===== src/rtl/step_debounce.sv =====
// Step/Peek pushbutton conditioner: synchronizers, Step press FSM with one-shot strobe,
// and an independent Peek level debouncer. Define STEP_AUTOREPEAT_EN to enable Step auto-repeat.
module step_debounce #(
   parameter int unsigned DEBOUNCE_CYCLES = 500000,
   parameter int unsigned HOLD_CYCLES     = 25000000,
   parameter int unsigned REPEAT_CYCLES   = 5000000
) (
   input  logic clk,
   input  logic reset,
   input  logic key_step_n,
   input  logic key_peek_n,
   output logic step,
   output logic peek_n,
   output logic step_held
);

   localparam int unsigned MAX_AB  = (DEBOUNCE_CYCLES > HOLD_CYCLES) ? DEBOUNCE_CYCLES : HOLD_CYCLES;
   localparam int unsigned MAX_ALL = (MAX_AB > REPEAT_CYCLES) ? MAX_AB : REPEAT_CYCLES;
   localparam int unsigned CW      = $clog2(MAX_ALL + 1) + 1;

   localparam logic [CW-1:0] DEB_LAST = CW'(DEBOUNCE_CYCLES - 1);
   localparam logic [CW-1:0] DEB_FULL = CW'(DEBOUNCE_CYCLES);
`ifdef STEP_AUTOREPEAT_EN
   localparam logic [CW-1:0] HOLD_LAST = CW'(HOLD_CYCLES - 1);
   localparam logic [CW-1:0] REP_LAST  = CW'(REPEAT_CYCLES - 1);
`endif

   localparam logic [1:0] S_IDLE      = 2'd0;
   localparam logic [1:0] S_PRESS_CHK = 2'd1;
   localparam logic [1:0] S_HELD      = 2'd2;
   localparam logic [1:0] S_REL_CHK   = 2'd3;

   logic [1:0]    step_sync;
   logic [1:0]    peek_sync;
   logic          step_key_s;
   logic          peek_key_s;

   logic [1:0]    state, state_nx;
   logic [CW-1:0] cnt, cnt_nx;
   logic          step_c;
   logic [CW-1:0] pcnt, pcnt_nx;
   logic          peek_nx;
`ifdef STEP_AUTOREPEAT_EN
   logic          rep, rep_nx;
`endif

   assign step_key_s = step_sync[1];
   assign peek_key_s = peek_sync[1];

   // Step FSM next state, shared debounce/hold counter, strobe request
   always_comb begin
      state_nx = state;
      cnt_nx   = cnt;
      step_c   = 1'b0;
`ifdef STEP_AUTOREPEAT_EN
      rep_nx   = rep;
`endif
      case (state)
         S_IDLE: begin
            if (!step_key_s) begin
               state_nx = S_PRESS_CHK;
               cnt_nx   = '0;
            end
         end
         S_PRESS_CHK: begin
            if (step_key_s) begin
               state_nx = S_IDLE;
            end else if (cnt == DEB_LAST) begin
               state_nx = S_HELD;
               cnt_nx   = '0;
               step_c   = 1'b1;
`ifdef STEP_AUTOREPEAT_EN
               rep_nx   = 1'b0;
`endif
            end else begin
               cnt_nx = cnt + 1'b1;
            end
         end
         S_HELD: begin
            if (step_key_s) begin
               state_nx = S_REL_CHK;
               cnt_nx   = '0;
            end
`ifdef STEP_AUTOREPEAT_EN
            // first repeat after the hold time, then one per repeat period
            else if (cnt == (rep ? REP_LAST : HOLD_LAST)) begin
               step_c = 1'b1;
               cnt_nx = '0;
               rep_nx = 1'b1;
            end else begin
               cnt_nx = cnt + 1'b1;
            end
`endif
         end
         S_REL_CHK: begin
            if (!step_key_s) begin
               state_nx = S_HELD;
               cnt_nx   = '0;
`ifdef STEP_AUTOREPEAT_EN
               rep_nx   = 1'b0;
`endif
            end else if (cnt == DEB_LAST) begin
               state_nx = S_IDLE;
               cnt_nx   = '0;
            end else begin
               cnt_nx = cnt + 1'b1;
            end
         end
         default: begin
            state_nx = S_IDLE;
            cnt_nx   = '0;
         end
      endcase
   end

   // Peek level debouncer; the extra count aligns its latency with the Step strobe
   always_comb begin
      peek_nx = peek_n;
      pcnt_nx = '0;
      if (peek_key_s != peek_n) begin
         if (pcnt == DEB_FULL) begin
            peek_nx = peek_key_s;
         end else begin
            pcnt_nx = pcnt + 1'b1;
         end
      end
   end

   always_ff @(posedge clk) begin
      if (reset) begin
         step_sync <= 2'b11;
         peek_sync <= 2'b11;
         state     <= S_IDLE;
         cnt       <= '0;
         pcnt      <= '0;
         step      <= 1'b0;
         peek_n    <= 1'b1;
         step_held <= 1'b0;
`ifdef STEP_AUTOREPEAT_EN
         rep       <= 1'b0;
`endif
      end else begin
         step_sync <= {step_sync[0], key_step_n};
         peek_sync <= {peek_sync[0], key_peek_n};
         state     <= state_nx;
         cnt       <= cnt_nx;
         pcnt      <= pcnt_nx;
         step      <= step_c;
         peek_n    <= peek_nx;
         step_held <= (state_nx == S_HELD) || (state_nx == S_REL_CHK);
`ifdef STEP_AUTOREPEAT_EN
         rep       <= rep_nx;
`endif
      end
   end

endmodule


===== config.mk =====
export PLATFORM = sky130hd
export DESIGN_NAME = step_debounce
export DESIGN_NICKNAME = d
export VERILOG_FILES = /design/src/rtl/step_debounce.sv
export SDC_FILE = /design/constraint.sdc
export NUM_CORES = 1
export LEC_CHECK = 0
export CORE_UTILIZATION = 35
export CTS_BUF_LIST = sky130_fd_sc_hd__clkbuf_4 sky130_fd_sc_hd__clkbuf_8
export DETAILED_ROUTE_END_ITERATION = 7
export HOLD_SLACK_MARGIN = 0.06
export SLEW_MARGIN = 40
export SYNTH_ARGS = -nofsm -noshare
export SYNTH_HDL_FRONTEND = slang
export SYNTH_SLANG_ARGS = --single-unit

===== constraint.sdc =====
create_clock -name clk -period 3.15 [get_ports clk]
set_clock_uncertainty 0.15 [all_clocks]
set_input_delay 0.4725 -clock clk [delete_from_list [all_inputs] [get_ports clk]]
set_output_delay 0.4725 -clock clk [all_outputs]
set_load 0.01 [all_outputs]

==> impl_metrics.ini <==
[clocking]
cts_tree = done
htreeDepth = 3
cts.repair.resized = 0
clk_latency_ns = 0.33
clkTransAtPathRegs_ns = 0.07
post_cts_buffers = 0
clockBufferDepth = 2
cts_made_buffers = 9
cts_sinks = 61
cts_hold_buf = 0
clockRootBuffer = clkbuf_8

[timing]
drv_slew = 0
worstMarginPinSlew_ns = 0.4807
fmax_mhz = 386.8
final_hold_viol_count = 0
setup_viol = 0
fin_ws_ns = 0.5644
holdWs_ns = 0.2642
timing.final.crit_share_pct = 82.08
rsz0062_at_grt = no
tns_ns = 0
min_period_ns = 2.586
relSlewSlack_pct = 67.66

[floorplanning]
core_um2 = 7331
io_pins = 7
die_x_um = 89.67
start_util_pct = 36.70
die_y_um = 89.67
rows = 31
die_area_um2 = 8041

[cells_and_area]
drive_gt1_share_pct = 8.108
final_core_util_pct = 41.83
area_growth_pct = 14.00
nets = 335
layoutNonFillerInstCount = 432
antennaDiodeCount = 0

[logic_synthesis]
postSynthNetCount = 326
synth_top_family_by_area = simple AND/OR/NAND/NOR gates
yosys_warnings = 0
synthArstFlopShare_pct = 0
synth_compound_area_share_pct = 2.744
synth_xor_area_share_pct = 14.98
synthesis.area_um2 = 2690
synth-seq-cells = 61
muxShareOfSynthArea_pct = 0.7907
synthAdderAreaFrac_pct = 1.395
seq_area_frac_synth_pct = 45.40
synth.avg_cell_area_um2 = 8.433
synth_cells = 319
yosys.area_share.simple_pct = 30.74
synth_edf_count = 0
synth_ff_type = dfxtp_1
yosysUniqueCellTypes = 30

[global_route]
use_met1_pct = 16.63
grt_util_met2_pct = 21.07
overflow = 0
met3_usage_pct = 5.210
grt_pass1_vias = 1895
grt_pass1_wl_mm = 8.238
antenna_found_initial = 0
top_usage_layer = met2
grt_max_degree = 27
grt_usage_pct = 13.61

[placed_design]
dp_hpwl_mm = 3.110
dpl_worst_slack_ns = 0.6048
globalplace.congestion = 0.7709
port_buffers = 6
dp_cells = 416

[detailed_routing]
ant_nets = 0
finalWirelength_mm = 4.743
first_pass_iters = 4
drc = 0
viasPerCell = 4.792
wire_per_inst_um = 10.98
num_vias = 2070
drt-initial-drc-count = 41

[critical_path]
worst-path-max-fanout = 10
crit_arrival_ns = 2.70
critPathCaptureType = flip-flop
cp.required_ns = 3.26
worstSetupPathType = flip-flop to flip-flop
crit_path_start_kind = flip-flop

[power_and_ir_drop]
power_density_nw_per_um2 = 489.1
ir_worst_vdd_mv = 0.2658
p_leak_nw = 0.9483

[job]
drv_cap = 0

[hold_path]
hp-class = flip-flop to flip-flop

[status]
status = finished, final reports clean
state kept, by name, indices dropped and copies added, names as in the netlist:
| signal | flops |
|---|---|
| state | 2 |
| step_sync | 2 |
| peek_sync | 2 |
| step | 1 |
| step_held | 1 |
| peek_n | 1 |
| cnt | 26 |
| pcnt | 26 |
synth_stat cells (all sizes together) (2+ instances only):
| library cell | instances | share of area [%] |
|---|---|---|
| nor2 | 63 | 8.8 |
| dfxtp | 61 | 45 |
| xnor2 | 26 | 8.5 |
| nand2 | 21 | 2.9 |
| nand3 | 20 | 3.7 |
| xor2 | 20 | 6.5 |
| inv | 15 | 2.1 |
| nand4 | 12 | 2.8 |
| nor4 | 10 | 2.3 |
| clkbuf | 8 | 1.1 |
| or3 | 8 | 1.9 |
| nor3 | 7 | 1.3 |
| a21oi | 6 | 1.1 |
| and3 | 6 | 1.4 |
| o21ai | 5 | 0.93 |
| or2 | 5 | 1.2 |
| or4 | 5 | 1.4 |
| buf | 4 | 0.74 |
| nor4b | 4 | 1.3 |
| ha | 3 | 1.4 |
| and4 | 2 | 0.65 |
critical path, stage by stage (launching register included):
cell and delay [ns]:
dfxtp_1 0.36, nor2b_1 0.17, or4b_1 0.68, or3_1 0.49, or4_1 0.51, a21oi_1 0.16
metal layers:
layer  part of all wire (%)  routed length, um
met1                     49               2341
met4                    1.7                 82
met3                    3.3                158
met5                      0                  0
met2                     46               2160
where the power goes:
part	total, mW	internal (mW)	switching, mW
clock	0.694	0.402	0.292
combinational	0.0283	0.0123	0.0160
sequential	0.778	0.775	0.00289
total	1.50	1.19	0.311
final cells by class:
| class | instances | area, um^2 |
|---|---|---|
| Clock buffer | 12 | 152.6 |
| Clock inverter | 4 | 47.55 |
| Fill cell | 740 | 4264 |
| Inverter | 15 | 56.30 |
| Multi-Input combinational cell | 231 | 1363 |
| Sequential cell | 61 | 1221 |
| Tap cell | 99 | 123.9 |
| Timing Repair Buffer | 10 | 102.6 |
cell families after synthesis:
family	after synthesis
xor+xnor	46
buf+inv	27
simple gates	167
fa+ha+maj	3
compound gates	13
flops	61
mux	2
path summary, 6_finish.rpt:
kind                                               from                       to  slack [ns]  cells after the start
worst max register to register  step_sync[1]$_SDFF_PP1_     cnt[25]$_SDFFE_PP0P_        0.56                      5
worst min-delay path            step_sync[0]$_SDFF_PP1_  step_sync[1]$_SDFF_PP1_        0.26                      1
worst max-delay path            step_sync[1]$_SDFF_PP1_     cnt[25]$_SDFFE_PP0P_        0.56                      5
worst min register to register  step_sync[0]$_SDFF_PP1_  step_sync[1]$_SDFF_PP1_        0.26                      1
cell usage in the layout, fill, tap and decap left out, types with 3 or more instances in the layout:
cell and n:
a21oi_1 6, and3_1 6, buf_4 3, clkbuf_8 10
clkdlybuf4s50_1 6, dfxtp_1 61, ha_1 3, inv_1 15
nand2_1 21, nand3_1 20, nand4_1 12, nor2_1 63
nor3_1 7, nor4_1 10, nor4b_1 4, o21ai_0 4
or2_2 5, or3_1 8, or4_1 5, xnor2_1 26
xor2_1 20
per-stage QoR:
step / power, mW / instance area, um^2
after floorplan: 0.8115 / 2690
after global placement: 0.8234 / 2867
after detailed placement: 0.8238 / 2867
after CTS: 1.524 / 3067
after global routing: 1.562 / 3067
final: 1.500 / 3067
Note: power is estimated with default switching activity, not from simulation.
